===== config.mk =====
export PLATFORM = sky130hd
export DESIGN_NAME = descrambler_sync
export DESIGN_NICKNAME = d
export VERILOG_FILES = /design/src/rtl/descrambler_sync.sv
export SDC_FILE = /design/constraint.sdc
export NUM_CORES = 1
export LEC_CHECK = 0
export ABC_AREA = 0
export ABC_CLOCK_PERIOD_IN_PS = 4750
export CORE_MARGIN = 10
export CORE_UTILIZATION = 50
export DETAILED_ROUTE_END_ITERATION = 16
export PLACE_DENSITY_LB_ADDON = 0.05
export SYNTH_ARGS = -nofsm -noshare
export SYNTH_HDL_FRONTEND = slang
export SYNTH_SLANG_ARGS = --single-unit

===== constraint.sdc =====
create_clock -name clock -period 4.75 [get_ports clock]
set_input_delay 0.7125 -clock clock [delete_from_list [all_inputs] [get_ports clock]]
set_output_delay 0.7125 -clock clock [all_outputs]
set_load 0.1 [all_outputs]

===== src/rtl/descrambler_sync.sv =====
// 802.11a receive descrambler (x^7 + x^4 + 1): recovers the LFSR state from 7 scrambled SERVICE
// zeros, then descrambles the frame. Optional SERVICE-bit check: DESCRAMBLER_SERVICE_CHECK_EN.
module descrambler_sync #(
  parameter int unsigned SEED_LEN = 7,
  parameter int unsigned CNT_W    = 16
) (
  input  logic             clock,
  input  logic             Descrambler_Reset,
  input  logic             Descrambler_Start,
  input  logic             Descrambler_DataIN,
  input  logic             Descrambler_DataIN_VALID,
  output logic             Descrambler_DataOUT,
  output logic             Descrambler_DataOUTVALID,
  output logic             Descrambler_SeedValid,
  output logic [6:0]       Descrambler_Seed,
  output logic             Descrambler_SeedError,
  output logic [CNT_W-1:0] Descrambler_BitCount,
  output logic             Descrambler_ServiceError
);

  typedef enum logic [1:0] {StIdle, StAcq, StRun} state_e;

  localparam logic [2:0] AcqLast = 3'(SEED_LEN - 1);

  state_e           state_q, state_d, proc_state;
  logic [6:0]       lfsr_q, lfsr_d, lfsr_base, seed_q, seed_d;
  logic [2:0]       acq_cnt_q, acq_cnt_d, acq_base;
  logic [CNT_W-1:0] bit_cnt_q, bit_cnt_d, cnt_base;
  logic             dout_q, dout_d, dvalid_q, dvalid_d;
  logic             seed_valid_q, seed_valid_d, seed_err_q, seed_err_d;
  logic             fb, acq_done, svc_err;

  always_ff @(posedge clock or posedge Descrambler_Reset) begin
    if (Descrambler_Reset) begin
      state_q <= StIdle;
    end else begin
      state_q <= state_d;
    end
  end

  always_comb begin
    state_d = state_q;
    if (Descrambler_Start) begin
      state_d = StAcq;
    end else if (acq_done) begin
      state_d = StRun;
    end
  end

  // Start wipes the frame context so a bit arriving with it is processed as seed bit r0.
  always_comb begin
    proc_state   = Descrambler_Start ? StAcq : state_q;
    lfsr_base    = Descrambler_Start ? 7'd0 : lfsr_q;
    acq_base     = Descrambler_Start ? 3'd0 : acq_cnt_q;
    cnt_base     = Descrambler_Start ? '0 : bit_cnt_q;
    fb           = lfsr_base[6] ^ lfsr_base[3];
    lfsr_d       = lfsr_base;
    acq_cnt_d    = acq_base;
    bit_cnt_d    = cnt_base;
    seed_d       = Descrambler_Start ? 7'd0 : seed_q;
    seed_valid_d = Descrambler_Start ? 1'b0 : seed_valid_q;
    seed_err_d   = Descrambler_Start ? 1'b0 : seed_err_q;
    dout_d       = 1'b0;
    dvalid_d     = 1'b0;
    acq_done     = 1'b0;
    if (Descrambler_DataIN_VALID && proc_state != StIdle) begin
      dvalid_d = 1'b1;
      if (cnt_base != '1) begin
        bit_cnt_d = cnt_base + CNT_W'(1);
      end
      if (proc_state == StAcq) begin
        lfsr_d    = {lfsr_base[5:0], Descrambler_DataIN};
        acq_cnt_d = acq_base + 3'd1;
        if (acq_base == AcqLast) begin
          acq_done     = 1'b1;
          seed_valid_d = 1'b1;
          seed_d       = lfsr_d;
          seed_err_d   = (lfsr_d == 7'd0);
        end
      end else begin
        dout_d = Descrambler_DataIN ^ fb;
        lfsr_d = {lfsr_base[5:0], fb};
      end
    end
  end

  always_ff @(posedge clock or posedge Descrambler_Reset) begin
    if (Descrambler_Reset) begin
      lfsr_q       <= '0;
      seed_q       <= '0;
      acq_cnt_q    <= '0;
      bit_cnt_q    <= '0;
      dout_q       <= 1'b0;
      dvalid_q     <= 1'b0;
      seed_valid_q <= 1'b0;
      seed_err_q   <= 1'b0;
    end else begin
      lfsr_q       <= lfsr_d;
      seed_q       <= seed_d;
      acq_cnt_q    <= acq_cnt_d;
      bit_cnt_q    <= bit_cnt_d;
      dout_q       <= dout_d;
      dvalid_q     <= dvalid_d;
      seed_valid_q <= seed_valid_d;
      seed_err_q   <= seed_err_d;
    end
  end

`ifdef DESCRAMBLER_SERVICE_CHECK_EN
  logic svc_err_q, svc_err_d;

  // SERVICE bits 7..15 are reserved and must descramble to 0.
  always_comb begin
    svc_err_d = Descrambler_Start ? 1'b0 : svc_err_q;
    if (Descrambler_DataIN_VALID && proc_state == StRun && dout_d &&
        cnt_base >= CNT_W'(SEED_LEN) && cnt_base <= CNT_W'(15)) begin
      svc_err_d = 1'b1;
    end
  end

  always_ff @(posedge clock or posedge Descrambler_Reset) begin
    if (Descrambler_Reset) begin
      svc_err_q <= 1'b0;
    end else begin
      svc_err_q <= svc_err_d;
    end
  end

  assign svc_err = svc_err_q;
`else
  assign svc_err = 1'b0;
`endif

  always_comb begin
    Descrambler_DataOUT      = dout_q;
    Descrambler_DataOUTVALID = dvalid_q;
    Descrambler_SeedValid    = seed_valid_q;
    Descrambler_Seed         = seed_q;
    Descrambler_SeedError    = seed_err_q;
    Descrambler_BitCount     = bit_cnt_q;
    Descrambler_ServiceError = svc_err;
  end

endmodule


* Word level (Yosys, flattened, before mapping)
Cells that the tools add are included.
Storage, ports and cells: register bits 39, input port bits 5, output and inout bits 28
Operators by class: add/sub/neg operators 2, equality and inequality tests 3, mux-type cells 30, bitwise gates (word level) 2, reductions and logical operators 4
Operators with widths (number):
- 16-bit two-way mux | 3
- 7-bit two-way mux | 6
- 16-bit by 1-bit adder with 16-bit output (second input constant) | 1
- 16-bit inequality test (second input constant) | 1
- 1-bit two-way mux | 15
- 3-bit two-way mux | 3
- 7-bit logical NOT | 1
- 2-bit two-way mux | 3
- 2-bit nonzero test | 2
- 3-bit by 1-bit adder with 3-bit output (second input constant) | 1
- 3-bit equality test (second input constant) | 1
- 2-bit by 1-bit equality test with 1-bit output (second input constant) | 1
- 1-bit bitwise XOR | 2
- 1-bit logical AND | 1

* Logic depth before layout (Yosys ltp)
depth after elaboration 7, mapped depth 7, gate-level depth less buffers 6

* Worst setup path after synthesis
Ideal clock, no wire load.
kind reg-to-reg, start register bit_cnt_q[0], in the netlist Descrambler_BitCount[0], end register bit_cnt_q[8], in the netlist Descrambler_BitCount[8], setup time 0.125 ns, arrival time 2.531 ns, data required time 4.625 ns, setup slack 2.095 ns, cell stages (with the launch flop) 7, buffers on the path 0, period minus slack after synthesis 2.655 ns, path through dfrtp_1 nor2b_1 ha_1 nand3_1 or3_1 a211oi_2 mux2_2
Between the ends: longest elaborated chain between the ends 4, elaborated cells between the ends (all ways) 5, classes of those cells add/sub (1); eq/ne (1); mux (3)
Ends and longest elaborated chain:
- start: declaration | line 28 | logic [CNT_W-1:0] bit_cnt_q, bit_cnt_d, cnt_base;
- start signal: assignment | line 101 | bit_cnt_q <= bit_cnt_d;
- 16-bit two-way mux (*) | line 55 | cnt_base = Descrambler_Start ? '0 : bit_cnt_q;
- 16-bit by 1-bit adder with 16-bit output or 16-bit inequality test (tied branches) | line 69, 68
- 16-bit two-way mux (*) | line 68 | if (cnt_base != '1) begin
- 16-bit two-way mux (*) | line 66 | if (Descrambler_DataIN_VALID && proc_state != StIdle) begin
- via bit_cnt_d[8] | line 28
Mark *: on every way through the listed nets, which the timed path passes. The rest lies on a longest branch. A chain may end at the register's enable or synchronous reset.

* Final worst setup path
start input port Descrambler_Start, end register bit_cnt_q[1], in the netlist Descrambler_BitCount[1]
Between the ends: longest elaborated chain between the ends 4, elaborated cells between the ends (all ways) 8, classes of those cells add/sub (1); eq/ne (1); mux (4); reduce/logical (2)
Ends and longest elaborated chain:
- start: declaration | line 9 | input logic Descrambler_Start,
- 16-bit two-way mux or 2-bit two-way mux (tied branches) | line 55, 52
- 16-bit by 1-bit adder with 16-bit output, or another cell as far along | line 69 | bit_cnt_d = cnt_base + CNT_W'(1);
- 16-bit two-way mux or 1-bit logical AND (tied branches) | line 68, 66
- 16-bit two-way mux (*) | line 66
- via bit_cnt_d[1] | line 28
Marked as above.

==> metrics.txt <==
# TYPE chip_impl_metric gauge
chip_impl_metric{name="syn-num-nets",unit=""} 221
chip_impl_metric{name="worst_setup_slack_final",unit="ns"} 1.86
chip_impl_metric{name="finalHoldViolCount",unit=""} 0
chip_impl_metric{name="register_to_register_setup_slack",unit="ns"} 2.51
chip_impl_metric{name="fin_setup_tns",unit="ns"} 0
chip_impl_metric{name="max_slew_margin",unit="%"} 34.0
chip_impl_metric{name="synth_seq_area_share",unit="%"} 47.4
chip_impl_info{name="layout.cells.most_common",value="sky130_fd_sc_hd__dfrtp_1"} 1
chip_impl_metric{name="detailroute.via_count",unit=""} 1633
chip_impl_info{name="layout_common_cells",value="sky130_fd_sc_hd__dfrtp_1, sky130_fd_sc_hd__nand2_1, sky130_fd_sc_hd__clkdlybuf4s50_1, sky130_fd_sc_hd__a21oi_1, sky130_fd_sc_hd__nor2_1"} 1
chip_impl_metric{name="static-leakage-power",unit="nW"} 1.13
chip_impl_metric{name="synth-edff-count",unit=""} 0
chip_impl_metric{name="asyncSetResetFlopFracSynth",unit="%"} 100
chip_impl_metric{name="cts_buffers",unit=""} 5
chip_impl_metric{name="grt_util_all_layers",unit="%"} 13.7
chip_impl_metric{name="cell_count_after_placement",unit=""} 285
chip_impl_metric{name="clock_tree.htree_level_count",unit=""} 2
chip_impl_metric{name="post_layout_nonfiller_instances",unit=""} 293
chip_impl_metric{name="slew_worst_pin",unit="ns"} 0.987
chip_impl_metric{name="drive_above_1_share",unit="%"} 7.82
chip_impl_metric{name="io_port_bufs",unit=""} 31
chip_impl_info{name="timing.hold.worst.class",value="flop to flop"} 1
chip_impl_metric{name="grt_max_degree",unit=""} 47
chip_impl_info{name="worstReg2RegEnd",value="Descrambler_BitCount[1]"} 1
chip_impl_info{name="end_kind",value="flop"} 1
chip_impl_metric{name="routed_length_per_instance",unit="um"} 15.8
chip_impl_metric{name="cts_repair_resizes",unit=""} 0
chip_impl_metric{name="placeableCoreArea",unit="um^2"} 4000
chip_impl_metric{name="synth.yosys.warnings",unit=""} 0
chip_impl_metric{name="floorplan.die.height",unit="um"} 84.2
chip_impl_info{name="launch_instance_of_the_worst_register_to_register_path",value="Descrambler_BitCount[0]"} 1
chip_impl_info{name="cts_tree",value="built"} 1
chip_impl_metric{name="postRouteAntennaNets",unit=""} 0
chip_impl_metric{name="finalNetCount",unit=""} 250
chip_impl_info{name="startpoint",value="Descrambler_Start"} 1
chip_impl_metric{name="reg2regPathDepth",unit=""} 6
chip_impl_metric{name="setup_viol_count_final",unit=""} 0
chip_impl_metric{name="die_boundary_width",unit="um"} 84.2
chip_impl_metric{name="wirelength",unit="um"} 4640
chip_impl_metric{name="cts_num_sinks",unit=""} 39
chip_impl_metric{name="synthCells",unit=""} 213
chip_impl_metric{name="timing.final.crit_share",unit="%"} 60.8
chip_impl_metric{name="grt_remaining_overflow",unit=""} 0
chip_impl_metric{name="effective_utilization_at_floorplan",unit="%"} 51.5
chip_impl_info{name="grt_setup_unrepaired",value="false"} 1
chip_impl_metric{name="cell_area_after_synthesis",unit="um^2"} 2060
chip_impl_info{name="start_kind",value="primary input"} 1
chip_impl_metric{name="timing_max_transition_violations_final",unit=""} 0
chip_impl_metric{name="drt-pass1-iter-count",unit=""} 4
chip_impl_metric{name="ys_types",unit=""} 43
chip_impl_info{name="timing.hold.worst_endpoint",value="Descrambler_Seed[2]"} 1
chip_impl_metric{name="fmax",unit="GHz"} 0.346
chip_impl_metric{name="skew",unit="ns"} 0.00233
chip_impl_metric{name="top_level_port_count",unit=""} 33
chip_impl_metric{name="place_worst_setup_slack",unit="ns"} 1.55
chip_impl_metric{name="irDropWorstVdd",unit="mV"} 0.215
chip_impl_info{name="cts_root_buf",value="sky130_fd_sc_hd__clkbuf_8"} 1
chip_impl_metric{name="grt_pass1_wl",unit="um"} 8180
chip_impl_metric{name="path_clk_slew",unit="ns"} 0.07
chip_impl_metric{name="first_global_vias",unit=""} 1754
chip_impl_metric{name="yosys_register_bits",unit=""} 39
chip_impl_info{name="worstHoldStart",value="Descrambler_Seed[2]"} 1
chip_impl_metric{name="cts.path.max_buffers",unit=""} 2
chip_impl_metric{name="power_per_cell_area",unit="nW/um^2"} 282
chip_impl_metric{name="first_iter_violations",unit=""} 155
chip_impl_info{name="status",value="completed"} 1
chip_impl_metric{name="diodes",unit=""} 0
chip_impl_metric{name="design.die.area",unit="um^2"} 7090
chip_impl_metric{name="post_drt_via_cell_ratio",unit=""} 5.57
chip_impl_info{name="synthFlopType",value="sky130_fd_sc_hd__dfrtp_1"} 1
chip_impl_metric{name="cts_hold_repair.buffers",unit=""} 0
chip_impl_metric{name="worst-path-max-fanout",unit=""} 9
chip_impl_metric{name="antenna_violations_before_repair",unit=""} 0
chip_impl_metric{name="synthToLayoutAreaGrowth",unit="%"} 22.2
chip_impl_metric{name="timing.critical_path.required",unit="ns"} 4.92
chip_impl_metric{name="dp.final_hpwl",unit="um"} 3380
chip_impl_metric{name="report.power.total",unit="mW"} 0.711
chip_impl_metric{name="worstSkewPairLatency",unit="ns"} 0.29
chip_impl_metric{name="period_needed",unit="ns"} 2.89
chip_impl_info{name="worst-setup-path-type",value="primary input to flop"} 1
chip_impl_metric{name="routabilityCongestion",unit=""} 0.870
chip_impl_metric{name="utilization",unit="%"} 62.9
chip_impl_metric{name="number_of_post_cts_setup_repair_buffers",unit=""} 0
chip_impl_metric{name="data_arrival_time_of_the_critical_path",unit="ns"} 3.06
chip_impl_metric{name="floorplan.rows",unit=""} 23
chip_impl_metric{name="synth_area_per_cell",unit="um^2"} 9.67
chip_impl_metric{name="timing.hold.worst_path_depth",unit=""} 2
chip_impl_metric{name="maxCapViolCount",unit=""} 0
chip_impl_metric{name="drc",unit=""} 0
[kinds of logic (layout without fill, tap and decap cells)]
group                    after synthesis  in the layout  share of synthesized area (%)
AO/OA/AOI/OAI                         32             32                           10.4
XOR/XNOR                               5              5                           2.12
adder cells (fa/ha/maj)                3              3                           1.82
buffers and inverters                 17             47                           3.46
flip-flops                            39             39                           47.4
multiplexers                           9              9                           4.80
other                                  1              1                          0.182
AND/OR/NAND/NOR                      107            107                           29.8
[where the power goes]
| part | switching [mW] | internal, mW |
|---|---|---|
| Combinational | 0.0591 | 0.0224 |
| Sequential | 0.00558 | 0.339 |
| Clock | 0.115 | 0.170 |
[worst max-delay path, cell delays in order]
cell                              delay, ns
sky130_fd_sc_hd__clkdlybuf4s50_1       0.57
sky130_fd_sc_hd__nor2b_1               0.27
sky130_fd_sc_hd__ha_1                  0.25
sky130_fd_sc_hd__nand3_1               0.18
sky130_fd_sc_hd__nor4_4                0.55
sky130_fd_sc_hd__a21oi_2               0.17
sky130_fd_sc_hd__mux2_1                0.36
[worst max path at each step]
| stage | end | slack, ns | depth (start not counted) |
|---|---|---|---|
| floorplan | Descrambler_BitCount[8] | 2.09 | 6 |
| global placement | Descrambler_BitCount[15] | 1.68 | 5 |
| detailed placement | Descrambler_BitCount[1] | 1.55 | 7 |
| CTS | Descrambler_BitCount[1] | 1.86 | 7 |
| global route | Descrambler_BitCount[15] | 1.72 | 5 |
| finish | Descrambler_BitCount[1] | 1.86 | 7 |
[layout make-up]
class / count / area [um^2]
Clock buffer: 6 / 82.6
Multi-Input combinational cell: 157 / 1010
Tap cell: 50 / 62.6
Inverter: 6 / 22.5
Clock inverter: 2 / 35.0
Timing Repair Buffer: 33 / 325
Sequential cell: 39 / 976
Fill cell: 324 / 1480
[per-layer routing]
| metal | global-route usage, % | vias to the layer above | part of all wire [%] |
|---|---|---|---|
| met5 | 0 | - | 0 |
| met4 | 6.24 | 0 | 0.93 |
| li1 | - | 794 | - |
| met1 | 14.8 | 798 | 41 |
| met2 | 23.7 | 37 | 52 |
| met3 | 4.73 | 4 | 5.6 |
[synthesized netlist by cell type, types with 4 or more instances]
library cell               instances  share of area [%]
sky130_fd_sc_hd__a21oi_1          15                3.6
sky130_fd_sc_hd__clkbuf_1          7                1.3
sky130_fd_sc_hd__dfrtp_1          39                 47
sky130_fd_sc_hd__inv_1             6                1.1
sky130_fd_sc_hd__mux2_1            4                2.2
sky130_fd_sc_hd__nand2_1          31                5.6
sky130_fd_sc_hd__nand2b_1          9                2.7
sky130_fd_sc_hd__nand3_1           5                1.2
sky130_fd_sc_hd__nand3b_1          9                3.3
sky130_fd_sc_hd__nand4_1           7                2.1
sky130_fd_sc_hd__nor2_1           14                2.6
sky130_fd_sc_hd__nor2b_1          12                3.6
sky130_fd_sc_hd__nor4b_1           4                1.7
sky130_fd_sc_hd__o21ai_0           4               0.97
sky130_fd_sc_hd__xnor2_1           4                1.7
[through the flow]
step | hold slack [ns] | instance area (um^2)
finish | 0.513 | 2520
global route | 0.551 | 2520
CTS | 0.523 | 2520
detailed placement | 0.502 | 2400
global placement | 0.491 | 2400
floorplan | 0.483 | 2060
[registers in the layout (all words and copies together), names as in the netlist]
register                  cells
lfsr_q                        7
acq_cnt_q                     3
state_q                       2
Descrambler_DataOUT           1
Descrambler_BitCount         16
Descrambler_Seed              7
Descrambler_SeedValid         1
Descrambler_DataOUTVALID      1
Descrambler_SeedError         1
(Power assumes the default switching activity.)
